File: config.mk
export PLATFORM = sky130hd
export DESIGN_NAME = sdhci_obi_reg_adapter_flat
export DESIGN_NICKNAME = d
export VERILOG_FILES = /design/src/rtl/sdhci_obi_reg_adapter_if.sv /design/src/rtl/sdhci_obi_reg_adapter.sv /design/src/flat_wrapper.sv
export SDC_FILE = /design/constraint.sdc
export NUM_CORES = 1
export LEC_CHECK = 0
export ABC_CLOCK_PERIOD_IN_PS = 2200
export CAP_MARGIN = 20
export CORE_UTILIZATION = 39
export DETAILED_ROUTE_END_ITERATION = 10
export GPL_TIMING_DRIVEN = 0
export HOLD_SLACK_MARGIN = 0.08
export PLACE_DENSITY = 0.81
export SYNTH_ARGS = -nofsm -noshare
export SYNTH_HDL_FRONTEND = slang
export SYNTH_SLANG_ARGS = --single-unit
File: constraint.sdc
create_clock -name clk_i -period 2.2 [get_ports clk_i]
set_input_delay 0.44 -clock clk_i [delete_from_list [all_inputs] [get_ports clk_i]]
set_output_delay 0.44 -clock clk_i [all_outputs]
set_load 0.05 [all_outputs]
File: src/rtl/sdhci_obi_reg_adapter_if.sv
// ============================================================================
// Module : sdhci_obi_if / sdhci_reg_if
// Brief  : OBI subordinate bus and SDHCI register bus used by the adapter.
// Rev    : 1.0
// ============================================================================
`default_nettype none

interface sdhci_obi_if #(
  parameter int ADDR_WIDTH = 32,
  parameter int DATA_WIDTH = 32
);
  logic                      req;
  logic                      gnt;
  logic [ADDR_WIDTH-1:0]     addr;
  logic                      we;
  logic [DATA_WIDTH/8-1:0]   be;
  logic [DATA_WIDTH-1:0]     wdata;
  logic                      rvalid;
  logic                      rready;
  logic [DATA_WIDTH-1:0]     rdata;
  logic                      err;

  modport master (output req, addr, we, be, wdata, rready,
                  input  gnt, rvalid, rdata, err);
  modport slave  (input  req, addr, we, be, wdata, rready,
                  output gnt, rvalid, rdata, err);
endinterface

interface sdhci_reg_if #(
  parameter int REG_ADDR_WIDTH = 8,
  parameter int DATA_WIDTH     = 32
);
  logic                      valid;
  logic                      ready;
  logic [REG_ADDR_WIDTH-1:0] addr;
  logic                      we;
  logic [DATA_WIDTH/8-1:0]   be;
  logic [DATA_WIDTH-1:0]     wdata;
  logic [DATA_WIDTH-1:0]     rdata;
  logic                      error;

  modport master (output valid, addr, we, be, wdata,
                  input  ready, rdata, error);
  modport slave  (input  valid, addr, we, be, wdata,
                  output ready, rdata, error);
endinterface

`default_nettype wire

File: src/rtl/sdhci_obi_reg_adapter.sv
// ============================================================================
// Module : sdhci_obi_reg_adapter
// Brief  : OBI subordinate to SDHCI register bus bridge, one access in flight,
//          with address-range check and register ready timeout.
// Rev    : 1.0
// ============================================================================
`default_nettype none

module sdhci_obi_reg_adapter #(
  parameter int          ADDR_WIDTH     = 32,
  parameter int          DATA_WIDTH     = 32,
  parameter int          REG_ADDR_WIDTH = 8,
  parameter int          TIMEOUT_CYCLES = 16,
  parameter logic [31:0] ERR_DATA       = 32'hBADCAB1E
) (
  input  wire logic   clk_i,
  input  wire logic   rst_ni,
  sdhci_obi_if.slave  obi,
  sdhci_reg_if.master regb
);

  localparam int CNT_W = $clog2(TIMEOUT_CYCLES + 1);

  localparam logic [1:0] S_IDLE   = 2'd0;
  localparam logic [1:0] S_ACCESS = 2'd1;
  localparam logic [1:0] S_RESP   = 2'd2;

  logic [1:0]                r_state;
  logic [1:0]                w_next_state;
  logic [CNT_W-1:0]          r_cnt;
  logic [REG_ADDR_WIDTH-1:0] r_addr;
  logic                      r_we;
  logic [DATA_WIDTH/8-1:0]   r_be;
  logic [DATA_WIDTH-1:0]     r_wdata;
  logic [DATA_WIDTH-1:0]     r_rdata;
  logic                      r_err;

  logic w_gnt;
  logic w_hs;
  logic w_oor;
  logic w_cnt_last;

  assign w_gnt      = (r_state == S_IDLE);
  assign w_hs       = obi.req && w_gnt;
  assign w_oor      = |obi.addr[ADDR_WIDTH-1:REG_ADDR_WIDTH];
  // Last permitted ACCESS cycle; a ready arriving here still completes normally.
  assign w_cnt_last = (r_cnt == CNT_W'(TIMEOUT_CYCLES - 1));

  always_ff @(posedge clk_i or negedge rst_ni) begin
    if (!rst_ni) begin
      r_state <= S_IDLE;
    end else begin
      r_state <= w_next_state;
    end
  end

  always_comb begin
    w_next_state = r_state;
    case (r_state)
      S_IDLE: begin
        if (w_hs) begin
          w_next_state = w_oor ? S_RESP : S_ACCESS;
        end
      end
      S_ACCESS: begin
        if (regb.ready || w_cnt_last) begin
          w_next_state = S_RESP;
        end
      end
      S_RESP: begin
        if (obi.rready) begin
          w_next_state = S_IDLE;
        end
      end
      default: w_next_state = S_IDLE;
    endcase
  end

  always_comb begin
    obi.gnt    = w_gnt;
    obi.rvalid = (r_state == S_RESP);
    regb.valid = (r_state == S_ACCESS);
  end

  always_ff @(posedge clk_i or negedge rst_ni) begin
    if (!rst_ni) begin
      r_cnt   <= '0;
      r_addr  <= '0;
      r_we    <= 1'b0;
      r_be    <= '0;
      r_wdata <= '0;
      r_rdata <= '0;
      r_err   <= 1'b0;
    end else begin
      case (r_state)
        S_IDLE: begin
          r_cnt <= '0;
          if (w_hs) begin
            r_addr  <= obi.addr[REG_ADDR_WIDTH-1:0];
            r_we    <= obi.we;
            r_be    <= obi.be;
            r_wdata <= obi.wdata;
            r_err   <= w_oor;
            r_rdata <= (w_oor && !obi.we) ? ERR_DATA : '0;
          end
        end
        S_ACCESS: begin
          if (regb.ready) begin
            r_rdata <= r_we ? '0 : regb.rdata;
            r_err   <= regb.error;
          end else if (w_cnt_last) begin
            r_rdata <= r_we ? '0 : ERR_DATA;
            r_err   <= 1'b1;
          end else begin
            r_cnt <= r_cnt + 1'b1;
          end
        end
        default: begin
        end
      endcase
    end
  end

  assign regb.addr  = {r_addr[REG_ADDR_WIDTH-1:2], 2'b00};
  assign regb.we    = r_we;
  assign regb.be    = r_be;
  assign regb.wdata = r_wdata;
  assign obi.rdata  = r_rdata;
  assign obi.err    = r_err;

endmodule

`default_nettype wire

File: src/flat_wrapper.sv
// flat-port wrapper written by rule: the top's interface ports become plain ports
module sdhci_obi_reg_adapter_flat 
#(
  parameter int          ADDR_WIDTH     = 32,
  parameter int          DATA_WIDTH     = 32,
  parameter int          REG_ADDR_WIDTH = 8,
  parameter int          TIMEOUT_CYCLES = 16,
  parameter logic [31:0] ERR_DATA       = 32'hBADCAB1E
)
  (clk_i, rst_ni, obi_req, obi_addr, obi_we, obi_be, obi_wdata, obi_rready, obi_gnt, obi_rvalid, obi_rdata, obi_err, regb_valid, regb_addr, regb_we, regb_be, regb_wdata, regb_ready, regb_rdata, regb_error);
  sdhci_obi_if #(.ADDR_WIDTH(ADDR_WIDTH), .DATA_WIDTH(DATA_WIDTH)) obi_i ();
  sdhci_reg_if #(.REG_ADDR_WIDTH(REG_ADDR_WIDTH), .DATA_WIDTH(DATA_WIDTH)) regb_i ();
  input  wire logic clk_i;
  input  wire logic rst_ni;
  input wire logic [$bits(obi_i.req)-1:0] obi_req;
  input wire logic [$bits(obi_i.addr)-1:0] obi_addr;
  input wire logic [$bits(obi_i.we)-1:0] obi_we;
  input wire logic [$bits(obi_i.be)-1:0] obi_be;
  input wire logic [$bits(obi_i.wdata)-1:0] obi_wdata;
  input wire logic [$bits(obi_i.rready)-1:0] obi_rready;
  output wire logic [$bits(obi_i.gnt)-1:0] obi_gnt;
  output wire logic [$bits(obi_i.rvalid)-1:0] obi_rvalid;
  output wire logic [$bits(obi_i.rdata)-1:0] obi_rdata;
  output wire logic [$bits(obi_i.err)-1:0] obi_err;
  output wire logic [$bits(regb_i.valid)-1:0] regb_valid;
  output wire logic [$bits(regb_i.addr)-1:0] regb_addr;
  output wire logic [$bits(regb_i.we)-1:0] regb_we;
  output wire logic [$bits(regb_i.be)-1:0] regb_be;
  output wire logic [$bits(regb_i.wdata)-1:0] regb_wdata;
  input wire logic [$bits(regb_i.ready)-1:0] regb_ready;
  input wire logic [$bits(regb_i.rdata)-1:0] regb_rdata;
  input wire logic [$bits(regb_i.error)-1:0] regb_error;
  assign obi_i.req = obi_req;
  assign obi_i.addr = obi_addr;
  assign obi_i.we = obi_we;
  assign obi_i.be = obi_be;
  assign obi_i.wdata = obi_wdata;
  assign obi_i.rready = obi_rready;
  assign obi_gnt = obi_i.gnt;
  assign obi_rvalid = obi_i.rvalid;
  assign obi_rdata = obi_i.rdata;
  assign obi_err = obi_i.err;
  assign regb_valid = regb_i.valid;
  assign regb_addr = regb_i.addr;
  assign regb_we = regb_i.we;
  assign regb_be = regb_i.be;
  assign regb_wdata = regb_i.wdata;
  assign regb_i.ready = regb_ready;
  assign regb_i.rdata = regb_rdata;
  assign regb_i.error = regb_error;
  sdhci_obi_reg_adapter #(.ADDR_WIDTH(ADDR_WIDTH), .DATA_WIDTH(DATA_WIDTH), .REG_ADDR_WIDTH(REG_ADDR_WIDTH), .TIMEOUT_CYCLES(TIMEOUT_CYCLES), .ERR_DATA(ERR_DATA)) u_core (.clk_i(clk_i), .rst_ni(rst_ni), .obi(obi_i), .regb(regb_i));
endmodule
==> run_results.csv, run 1 <==
group,metric,value,unit
run_status,status,"completed",
logic_synthesis,synthCells,270,
finish,drive_above_1_share,18.2,%
logic_synthesis,yosys_warnings,0,
clocking,clk_path_buf_depth,2,
logic_synthesis,async_reset_ff_share,100,%
sta,finalSetupViolCount,0,
clocking,clock-sinks,83,
logic_synthesis,yosysMostFrequentCell,"dfrtp_1",
die,ios,188,
logic_synthesis,synth_top_family_by_area,"multiplexers",
sta,fmax,472,MHz
sta,hold_viol_final,0,
sta,min_period_over_period,96.3,%
die,die_w,95.2,um
global_route,grt_max_degree,51,
finish,areaGrowthSynthToFinish,68.9,%
route,drt_wl_total,9.42,mm
die,start_util,40.8,%
worst_hold_path,whs_path_depth,1,
logic_synthesis,post-synth-top-area-cell,"dfrtp_1",
clocking,path_clk_slew,0.08,ns
sta,fin_crit,2.12,ns
worst_hold_path,hp-class,"reg2reg",
logic_synthesis,synth_fa_ha_area_share,0.739,%
logic_synthesis,syn_area,3390,um^2
setup_path,r2r_start,"u_core.r_cnt[0]",
global_route,grt_first_pass_wirelength,14.6,mm
logic_synthesis,synthFlopType,"dfrtp_1",
global_route,grt.busiest_layer,"met2",
global_route,grtUsageMet2,36.2,%
setup_path,critPathKind,"reg2reg",
logic_synthesis,ys_seq_elements,83,
route,wire_per_inst,16.1,um
logic_synthesis,synth_edf_count,0,
sta,rsz0062_at_grt,"false",
setup_path,crit_arrival,2.33,ns
worst_hold_path,hold_start,"u_core.obi.rdata[21]",
place,dpl.hpwl,6.96,mm
global_route,grtUsageMet1,25.5,%
logic_synthesis,yosysUniqueCellTypes,31,
die,core_region_area,8300,um^2
route,first_pass_iters,4,
clocking,cts_tree,"built",
logic_synthesis,ys_top_cells_by_area,"dfrtp_1 (61%), mux2_2 (14%), a22o_1 (4.4%)",
clocking,root_buffer,"clkbuf_8",
logic_synthesis,synthMuxAreaShare,14.3,%
global_route,overflow,0,
global_route,grt_pass1_vias,3055,
setup_path,start_kind,"flop",
route,vias,2946,
clocking,clock_latency,0.34,ns
sta,hold_ws,0.505,ns
sta,tightestPinTransition,0.550,ns
logic_synthesis,synth_common_cells,"dfrtp_1 (83), mux2_2 (43), nor2_1 (26)",
setup_path,cp-end-kind,"flop",
power_and_ir_drop,ir_drop,0.606,mV
finish,diodes,0,
route,drc,0,
setup_path,crit_required,2.41,ns
place,port-buffer-count,183,
global_route,antenna_found_initial,0,
setup_path,cp_max_fo,10,
logic_synthesis,yosys.area_share.simple,6.76,%
logic_synthesis,synth_top_area_share,61.3,%
route,routed_via_density,5.05,
setup_path,r2r_slack,0.08,ns
route,drt_iter0_markers,82,
finish,final_util,69.0,%
power_and_ir_drop,power,5220,uW
route,ant_nets,0,
flow_run,cap_violations,0,
power_and_ir_drop,p_leak,0.00234,uW
sta,relSlewSlack,63.1,%
place,gp_congestion,0.812,
die,die_h,95.2,um
sta,clock_skew,0.00752,ns
global_route,use_met3,6.62,%
sta,finalSetupTns,0,ns
logic_synthesis,yosysSeqAreaShare,61.3,%
setup_path,r2r_cells,10,
clocking,htreeDepth,3,
logic_synthesis,avgSynthCellArea,12.5,um^2
sta,slew_violations,0,
finish,fill_cells,616,
power_and_ir_drop,powerDensity,912,nW/um^2
worst_hold_path,min_to,"u_core.obi.rdata[21]",
die,die_area,9060,um^2
logic_synthesis,synth_xor_area_share,0,%
logic_synthesis,synth-compound-area-share,13.3,%
clocking,cts_buffers,9,
setup_path,timing.rr.end,"u_core.obi.rdata[18]",
global_route,grt_usage,21.2,%
finish,nNetsFinal,583,
die,row_count,33,
## sequential cells by signal, summed over array words and instances (netlist names)
| register | flops |
|---|---|
| u_core.r_state | 2 |
| u_core.regb.we | 1 |
| u_core.r_cnt | 5 |
| u_core.obi.err | 1 |
| u_core.regb.wdata | 32 |
| u_core.obi.rdata | 32 |
| u_core.regb.be | 4 |
| u_core.r_addr | 6 |
## stage by stage
| step | cells | area, um^2 | setup slack, ns |
|---|---|---|---|
| after floorplan | 271 | 3390 | 0.183 |
| after global placement | 559 | 5360 | -2.25 |
| after detailed placement | 560 | 5380 | -0.190 |
| after CTS | 577 | 5660 | -0.0201 |
| after global routing | 583 | 5720 | 0.00129 |
| final | 583 | 5720 | 0.0817 |
## area by class of cell
class	instances	area (um^2)	area share, %
buffer	17	100	1.75
clock buffer	11	141	2.47
clock inverter	4	98.8	1.73
inverter	6	22.5	0.394
multi-input combinational	165	1220	21.4
sequential	83	2080	36.3
tap	105	131	2.30
timing repair buffer	192	1930	33.7
## worst max path at each step
stage	startpoint	end
floorplan	u_core.r_state[0]	u_core.r_addr[2]
global placement	rst_ni	u_core.regb.wdata[1]
detailed placement	obi_addr[29]	u_core.obi.rdata[9]
CTS	u_core.r_cnt[0]	u_core.obi.rdata[23]
global route	u_core.r_cnt[0]	u_core.obi.rdata[9]
finish	u_core.r_cnt[0]	u_core.obi.rdata[18]
## kinds of logic (layout without fill, tap and decap cells)
| logic type | count (synthesis) | after routing |
|---|---|---|
| adder cells (fa/ha/maj) | 2 | 2 |
| AO/OA/AOI/OAI | 69 | 69 |
| flip-flops | 83 | 83 |
| AND/OR/NAND/NOR | 49 | 49 |
| multiplexers | 43 | 43 |
| other | 1 | 2 |
| buffers and inverters | 23 | 230 |
## per-layer routing
| layer | vias to the layer above | share of wire [%] |
|---|---|---|
| met5 | - | 0 |
| met2 | 121 | 51 |
| met3 | 10 | 7.7 |
| met4 | 0 | 0.91 |
| li1 | 1364 | - |
| met1 | 1451 | 40 |
## cells in the final DEF, fill, tap and decap left out, drive strengths merged, types with 2 or more instances in the layout
master / Yosys / routed
conb: 1 / 2
nor3: 3 / 3
bufinv: 0 / 3
buf: 11 / 20
a21oi: 20 / 20
inv: 6 / 6
nor4: 6 / 6
clkdlybuf4s50: 0 / 179
dfrtp: 83 / 83
clkbuf: 6 / 18
nor2: 26 / 26
a211oi: 3 / 3
o21ai: 23 / 23
a22o: 17 / 17
o31ai: 2 / 2
or3: 2 / 2
nand4: 2 / 2
a22oi: 2 / 2
ha: 2 / 2
nand2: 4 / 4
mux2: 43 / 43
## repair_timing
item	in CTS	in global routing
hold buffers	1	0
buffers inserted	1	6
pin swaps	1	1
resized for setup	7	8
endpoints found under the hold margin	33	0
gates cloned	0	0
endpoints found under the setup margin	24	13
## power breakdown
group          total [uW]  switching (uW)  internal (uW)
Sequential           1890             131           1760
Combinational        2010            1230            780
Clock                1320             535            783
Total                5220            1890           3330
## worst max-delay path: stages, from the launching register on
cell	delay [ns]
dfrtp_1	0.39
ha_1	0.18
and3_1	0.20
ha_4	0.16
nor2_4	0.05
a211o_1	0.31
buf_6	0.14
a211oi_4	0.21
buf_12	0.16
buf_6	0.13
a21oi_1	0.07
Power figures use the tool's default switching activity.
==> inputs of run 2 (changes only) <==
--- a/config.mk
+++ b/config.mk
@@ -5,7 +5,7 @@
 export SDC_FILE = /design/constraint.sdc
 export NUM_CORES = 1
 export LEC_CHECK = 0
-export ABC_CLOCK_PERIOD_IN_PS = 2200
+export ABC_CLOCK_PERIOD_IN_PS = 2400
 export CAP_MARGIN = 20
 export CORE_UTILIZATION = 39
 export DETAILED_ROUTE_END_ITERATION = 10
==> constraint.sdc (replaced) <==
create_clock -name clk_i -period 2.4 [get_ports clk_i]
set_input_delay 0.48 -clock clk_i [delete_from_list [all_inputs] [get_ports clk_i]]
set_output_delay 0.48 -clock clk_i [all_outputs]
set_load 0.05 [all_outputs]
==> run 2 against run 1 <==
Effect of this change:
- flip-flop and latch count unchanged
- via count down 1.2%
- final cell count down 0.51%
- critical path depth down 7
- worst hold slack worse by 0.0020 ns
- first-iteration DRC count down 8.5%
- register-to-register slack better by 0.11 ns
- wire length down 3.4%
- non-clock buffer count down 3
- critical path type is now reg2out
==> run_results.csv, run 2 (synthesis results as in run 1) <==
group,metric,value,unit
route,routed_via_density,5.02,
die,row_count,33,
finish,areaGrowthSynthToFinish,66.8,%
place,gp_congestion,0.794,
sta,fin_crit,2.23,ns
power_and_ir_drop,p_leak,0.00231,uW
setup_path,timing.rr.end,"u_core.obi.rdata[20]",
place,port-buffer-count,183,
power_and_ir_drop,power,4730,uW
global_route,grt_max_degree,74,
route,drt_wl_total,9.09,mm
sta,relSlewSlack,58.7,%
sta,slew_violations,0,
clocking,cts_buffers,9,
die,start_util,40.8,%
setup_path,r2r_cells,9,
finish,final_common_cell,"clkdlybuf4s50_1",
place,dpl.hpwl,6.82,mm
die,core_region_area,8300,um^2
sta,min_period_over_period,93.0,%
route,drt_iter0_markers,75,
sta,tightestPinTransition,0.614,ns
worst_hold_path,whs_path_depth,1,
clocking,clock_latency,0.34,ns
clocking,clk_path_buf_depth,2,
finish,diodes,0,
sta,hold_viol_final,0,
global_route,grt_pass1_vias,2885,
power_and_ir_drop,ir_drop,0.521,mV
sta,finalSetupTns,0,ns
setup_path,cp-end-kind,"output port",
sta,hold_ws,0.503,ns
die,die_area,9060,um^2
clocking,htreeDepth,3,
finish,fill_cells,643,
clocking,path_clk_slew,0.08,ns
run_status,status,"completed",
sta,rsz0062_at_grt,"false",
sta,fin_ws,0.167,ns
global_route,overflow,0,
route,wire_per_inst,15.7,um
worst_hold_path,hp-class,"reg2reg",
setup_path,crit_arrival,1.75,ns
setup_path,r2r_start,"u_core.r_cnt[0]",
flow_run,cap_violations,0,
global_route,antenna_found_initial,0,
setup_path,start_kind,"flop",
finish,drive_above_1_share,16.6,%
clocking,clock-sinks,83,
global_route,grt_first_pass_wirelength,14.1,mm
setup_path,cp_max_fo,5,
setup_path,r2r_slack,0.19,ns
sta,clock_skew,0.00824,ns
clocking,cts_tree,"built",
place,place_ws,-0.0313,ns
setup_path,crit_required,1.92,ns
global_route,grt_usage,20.2,%
route,first_pass_iters,4,
power_and_ir_drop,powerDensity,837,nW/um^2
sta,fmax,448,MHz
worst_hold_path,hold_start,"u_core.obi.rdata[5]",
sta,finalSetupViolCount,0,
die,ios,188,
finish,final_cell_mix,"clkdlybuf4s50_1 (179), dfrtp_1 (83), mux2_2 (43)",
route,ant_nets,0,
finish,nNetsFinal,580,
die,die_w,95.2,um
die,die_h,95.2,um
setup_path,critPathKind,"reg2out",
route,vias,2912,
finish,layout.cells.non_filler,580,
clocking,root_buffer,"clkbuf_8",
route,drc,0,
worst_hold_path,min_to,"u_core.obi.rdata[5]",
place,post-place-cells,560,
-- run 2: power breakdown --
| group | leakage (uW) | switching, uW | internal (uW) | total, uW |
|---|---|---|---|---|
| Sequential | 0.000984 | 119 | 1620 | 1740 |
| Combinational | 0.00122 | 1120 | 710 | 1830 |
| Clock | 0.000112 | 478 | 685 | 1160 |
-- run 2: area by class of cell --
class | instances | area [um^2] | area share [%]
multi-input combinational | 165 | 1200 | 21.3
clock inverter | 5 | 103 | 1.82
buffer | 17 | 98.8 | 1.75
clock buffer | 10 | 128 | 2.26
sequential | 83 | 2080 | 36.8
tap | 105 | 131 | 2.32
timing repair buffer | 189 | 1890 | 33.4
inverter | 6 | 22.5 | 0.398
-- run 2: worst max-delay path: stages, from the launching register on --
cell and delay, ns:
dfrtp_1 0.40, or2b_1 0.28, inv_1 0.16, dlygate4sd2_1 0.57
-- run 2: per-layer routing --
layer	up-vias	global-route usage, %	share of wire (%)
li1	1361	-	-
met1	1431	24.9	41
met2	112	33.9	51
met3	8	5.58	7.2
met4	0	6.82	0.98
met5	-	0	0
-- run 2: worst max-delay path by stage --
stage                      startpoint                    end
floorplan           u_core.r_state[0]       u_core.r_addr[2]
global placement               rst_ni  u_core.regb.wdata[29]
detailed placement         regb_ready    u_core.obi.rdata[8]
CTS                 u_core.r_state[1]             obi_rvalid
global route          u_core.r_cnt[0]         u_core.obi.err
finish              u_core.r_state[1]             regb_valid
-- run 2: stage by stage --
step           instance area (um^2)  util (%)
2_1_floorplan                  3390         -
5_1_grt                        5650      68.1
3_5_place_dp                   5380      64.8
4_1_cts                        5620      67.7
3_3_place_gp                   5360      64.5
6_report                       5650      68.1
-- run 2: timing repair --
action | CTS | global route
pin swaps | 0 | 1
buffers inserted | 0 | 4
hold endpoints to repair | 10 | 0
resized for setup | 3 | 5
hold buffers | 1 | 0
endpoints found under the setup margin | 3 | 22
==> inputs of run 3 (changes only) <==
==> constraint.sdc (replaced) <==
create_clock -name clk_i -period 2.4 [get_ports clk_i]
set_input_delay 0.48 -clock clk_i [delete_from_list [all_inputs] [get_ports clk_i]]
set_output_delay 0.48 -clock clk_i [all_outputs]
set_load 0.005 [all_outputs]
==> run 3 against run 2 <==
Effect of this change:
- setup slack better by 0.025 ns
- combinational power shrank 43%
- core utilization rose by 0.11 points
- clock skew is 0.0021 ns lower
- maximum frequency is 1.1% higher
- die area stayed put
- sequential share of layout area fell by 0.057 points
- non-clock buffer count unchanged
- critical path depth increased by 6
- critical endpoint is now u_core.obi.rdata[20]
- highest routed layer unchanged
==> run_results.csv, run 3 (synthesis results as in run 1) <==
group,metric,value,unit
die,die_h,95.2,um
place,post-place-cells,560,
route,vias,2908,
place,port-buffer-count,183,
die,row_count,33,
route,drt_iter0_markers,75,
route,drt_wl_total,9.09,mm
sta,fin_crit,2.21,ns
setup_path,start_kind,"flop",
sta,rsz0062_at_grt,"false",
setup_path,critPathKind,"reg2reg",
clocking,clock-sinks,83,
global_route,grt_usage,20.2,%
finish,final_cell_mix,"clkdlybuf4s50_1 (182), dfrtp_1 (83), mux2_2 (43)",
route,first_pass_iters,4,
clocking,htreeDepth,3,
sta,hold_ws,0.503,ns
sta,tightestPinTransition,0.609,ns
die,core_region_area,8300,um^2
global_route,antenna_found_initial,0,
setup_path,cp-end-kind,"flop",
die,ios,188,
global_route,grt_max_degree,74,
sta,clock_skew,0.00610,ns
sta,hold_viol_final,0,
sta,slew_violations,0,
global_route,use_met3,5.58,%
clocking,clk_path_buf_depth,2,
setup_path,crit_arrival,2.43,ns
worst_hold_path,hp-class,"reg2reg",
die,die_area,9060,um^2
clocking,path_clk_slew,0.08,ns
setup_path,slowest_delay,0.41,ns
run_status,status,"completed",
global_route,grt_pass1_vias,2885,
clocking,clock_latency,0.34,ns
clocking,cts_buffers,9,
global_route,grt.busiest_layer,"met2",
clocking,root_buffer,"clkbuf_8",
sta,fmax,453,MHz
route,drc,0,
sta,finalSetupViolCount,0,
global_route,grtUsageMet1,24.9,%
die,die_w,95.2,um
finish,final_common_cell,"clkdlybuf4s50_1",
sta,relSlewSlack,59.1,%
place,dpl.hpwl,6.82,mm
finish,diodes,0,
power_and_ir_drop,p_leak,0.00231,uW
flow_run,cap_violations,0,
finish,areaGrowthSynthToFinish,67.1,%
power_and_ir_drop,power,3940,uW
route,routed_via_density,5.01,
finish,nNetsFinal,580,
sta,min_period_over_period,92.0,%
route,wire_per_inst,15.7,um
setup_path,cp_max_fo,10,
setup_path,cp_cell_sequence,"ha_1 -> and3_1 -> ha_1 -> nor2_1 -> a211o_1 -> buf_6 -> a211oi_4 -> buf_6 -> a21oi_1",
die,start_util,40.8,%
setup_path,crit_required,2.62,ns
global_route,grt_first_pass_wirelength,14.1,mm
finish,drive_above_1_share,16.6,%
global_route,overflow,0,
finish,layout.cells.non_filler,580,
place,gp_congestion,0.794,
power_and_ir_drop,ir_drop,0.487,mV
global_route,grtUsageMet2,33.9,%
setup_path,cpMaxStageDelayCell,"dfrtp_1",
clocking,cts_tree,"built",
power_and_ir_drop,powerDensity,697,nW/um^2
route,ant_nets,0,
==> run 3: cell types whose count changed in the layout (fill, tap and decap cells not counted) <==
cell,delta
dlygate4sd2_1,-2
clkbuf_1,-1
clkdlybuf4s50_1,+3
==> run 3: final timing paths <==
kind	from	endpoint	slack (ns)	depth (start not counted)
worst max-delay path	u_core.r_cnt[0]	u_core.obi.rdata[20]	0.19	9
worst min-delay path	u_core.obi.rdata[5]	u_core.obi.rdata[5]	0.50	1
worst max register to register	u_core.r_cnt[0]	u_core.obi.rdata[20]	0.19	9
worst min register to register	u_core.obi.rdata[5]	u_core.obi.rdata[5]	0.50	1
max in group asynchronous	rst_ni	u_core.obi.rdata[26]	1.28	3
min in group asynchronous	rst_ni	u_core.obi.rdata[2]	0.53	2
==> run 3: power breakdown <==
| group | internal [uW] | leakage [uW] | switching [uW] | total [uW] |
|---|---|---|---|---|
| registers | 1620 | 0.000984 | 119 | 1740 |
| logic | 714 | 0.00122 | 329 | 1040 |
| clock network | 685 | 0.000112 | 480 | 1160 |
==> run 3: cell type report <==
cell class / instances / area [um^2]
clock buffers: 10 / 128
well taps: 105 / 131
fillers: 640 / 2640
clock inverters: 5 / 103
repair buffers: 189 / 1900
plain buffers: 17 / 100
multi-input cells: 165 / 1200
inverters: 6 / 22.5
flip-flops and latches: 83 / 2080
==> run 3: stage by stage <==
step	util [%]	area (um^2)	setup slack, ns	TNS, ns
2_1_floorplan	-	3390	0.393	0
3_3_place_gp	64.5	5360	-2.06	-170.30
3_5_place_dp	64.8	5380	-0.0313	-0.244
4_1_cts	67.7	5620	0.0562	0
5_1_grt	68.2	5660	0.0334	0
6_report	68.2	5660	0.192	0
==> run 3: per-layer routing <==
layer	share of wire (%)	wire length (um)
met1	41	3710
met2	51	4640
met3	7.1	648
met4	0.98	89
met5	0	0
==> run 3: repair_timing <==
| action | 4_1_cts | 5_1_grt |
|---|---|---|
| hold endpoints to repair | 10 | 0 |
| resized for setup | 0 | 5 |
| buffers inserted | 0 | 4 |
| setup endpoints to repair | 0 | 22 |
| hold buffers | 1 | 0 |
==> run 3: worst max-delay path: cells and delay by family (launching register included) <==
family / cells / cell delay, ns
buffers and inverters: 2 / 0.33
AND/OR/NAND/NOR: 2 / 0.28
AO/OA/AOI/OAI: 3 / 0.72
adder cells (fa/ha/maj): 2 / 0.35
flip-flops: 1 / 0.41
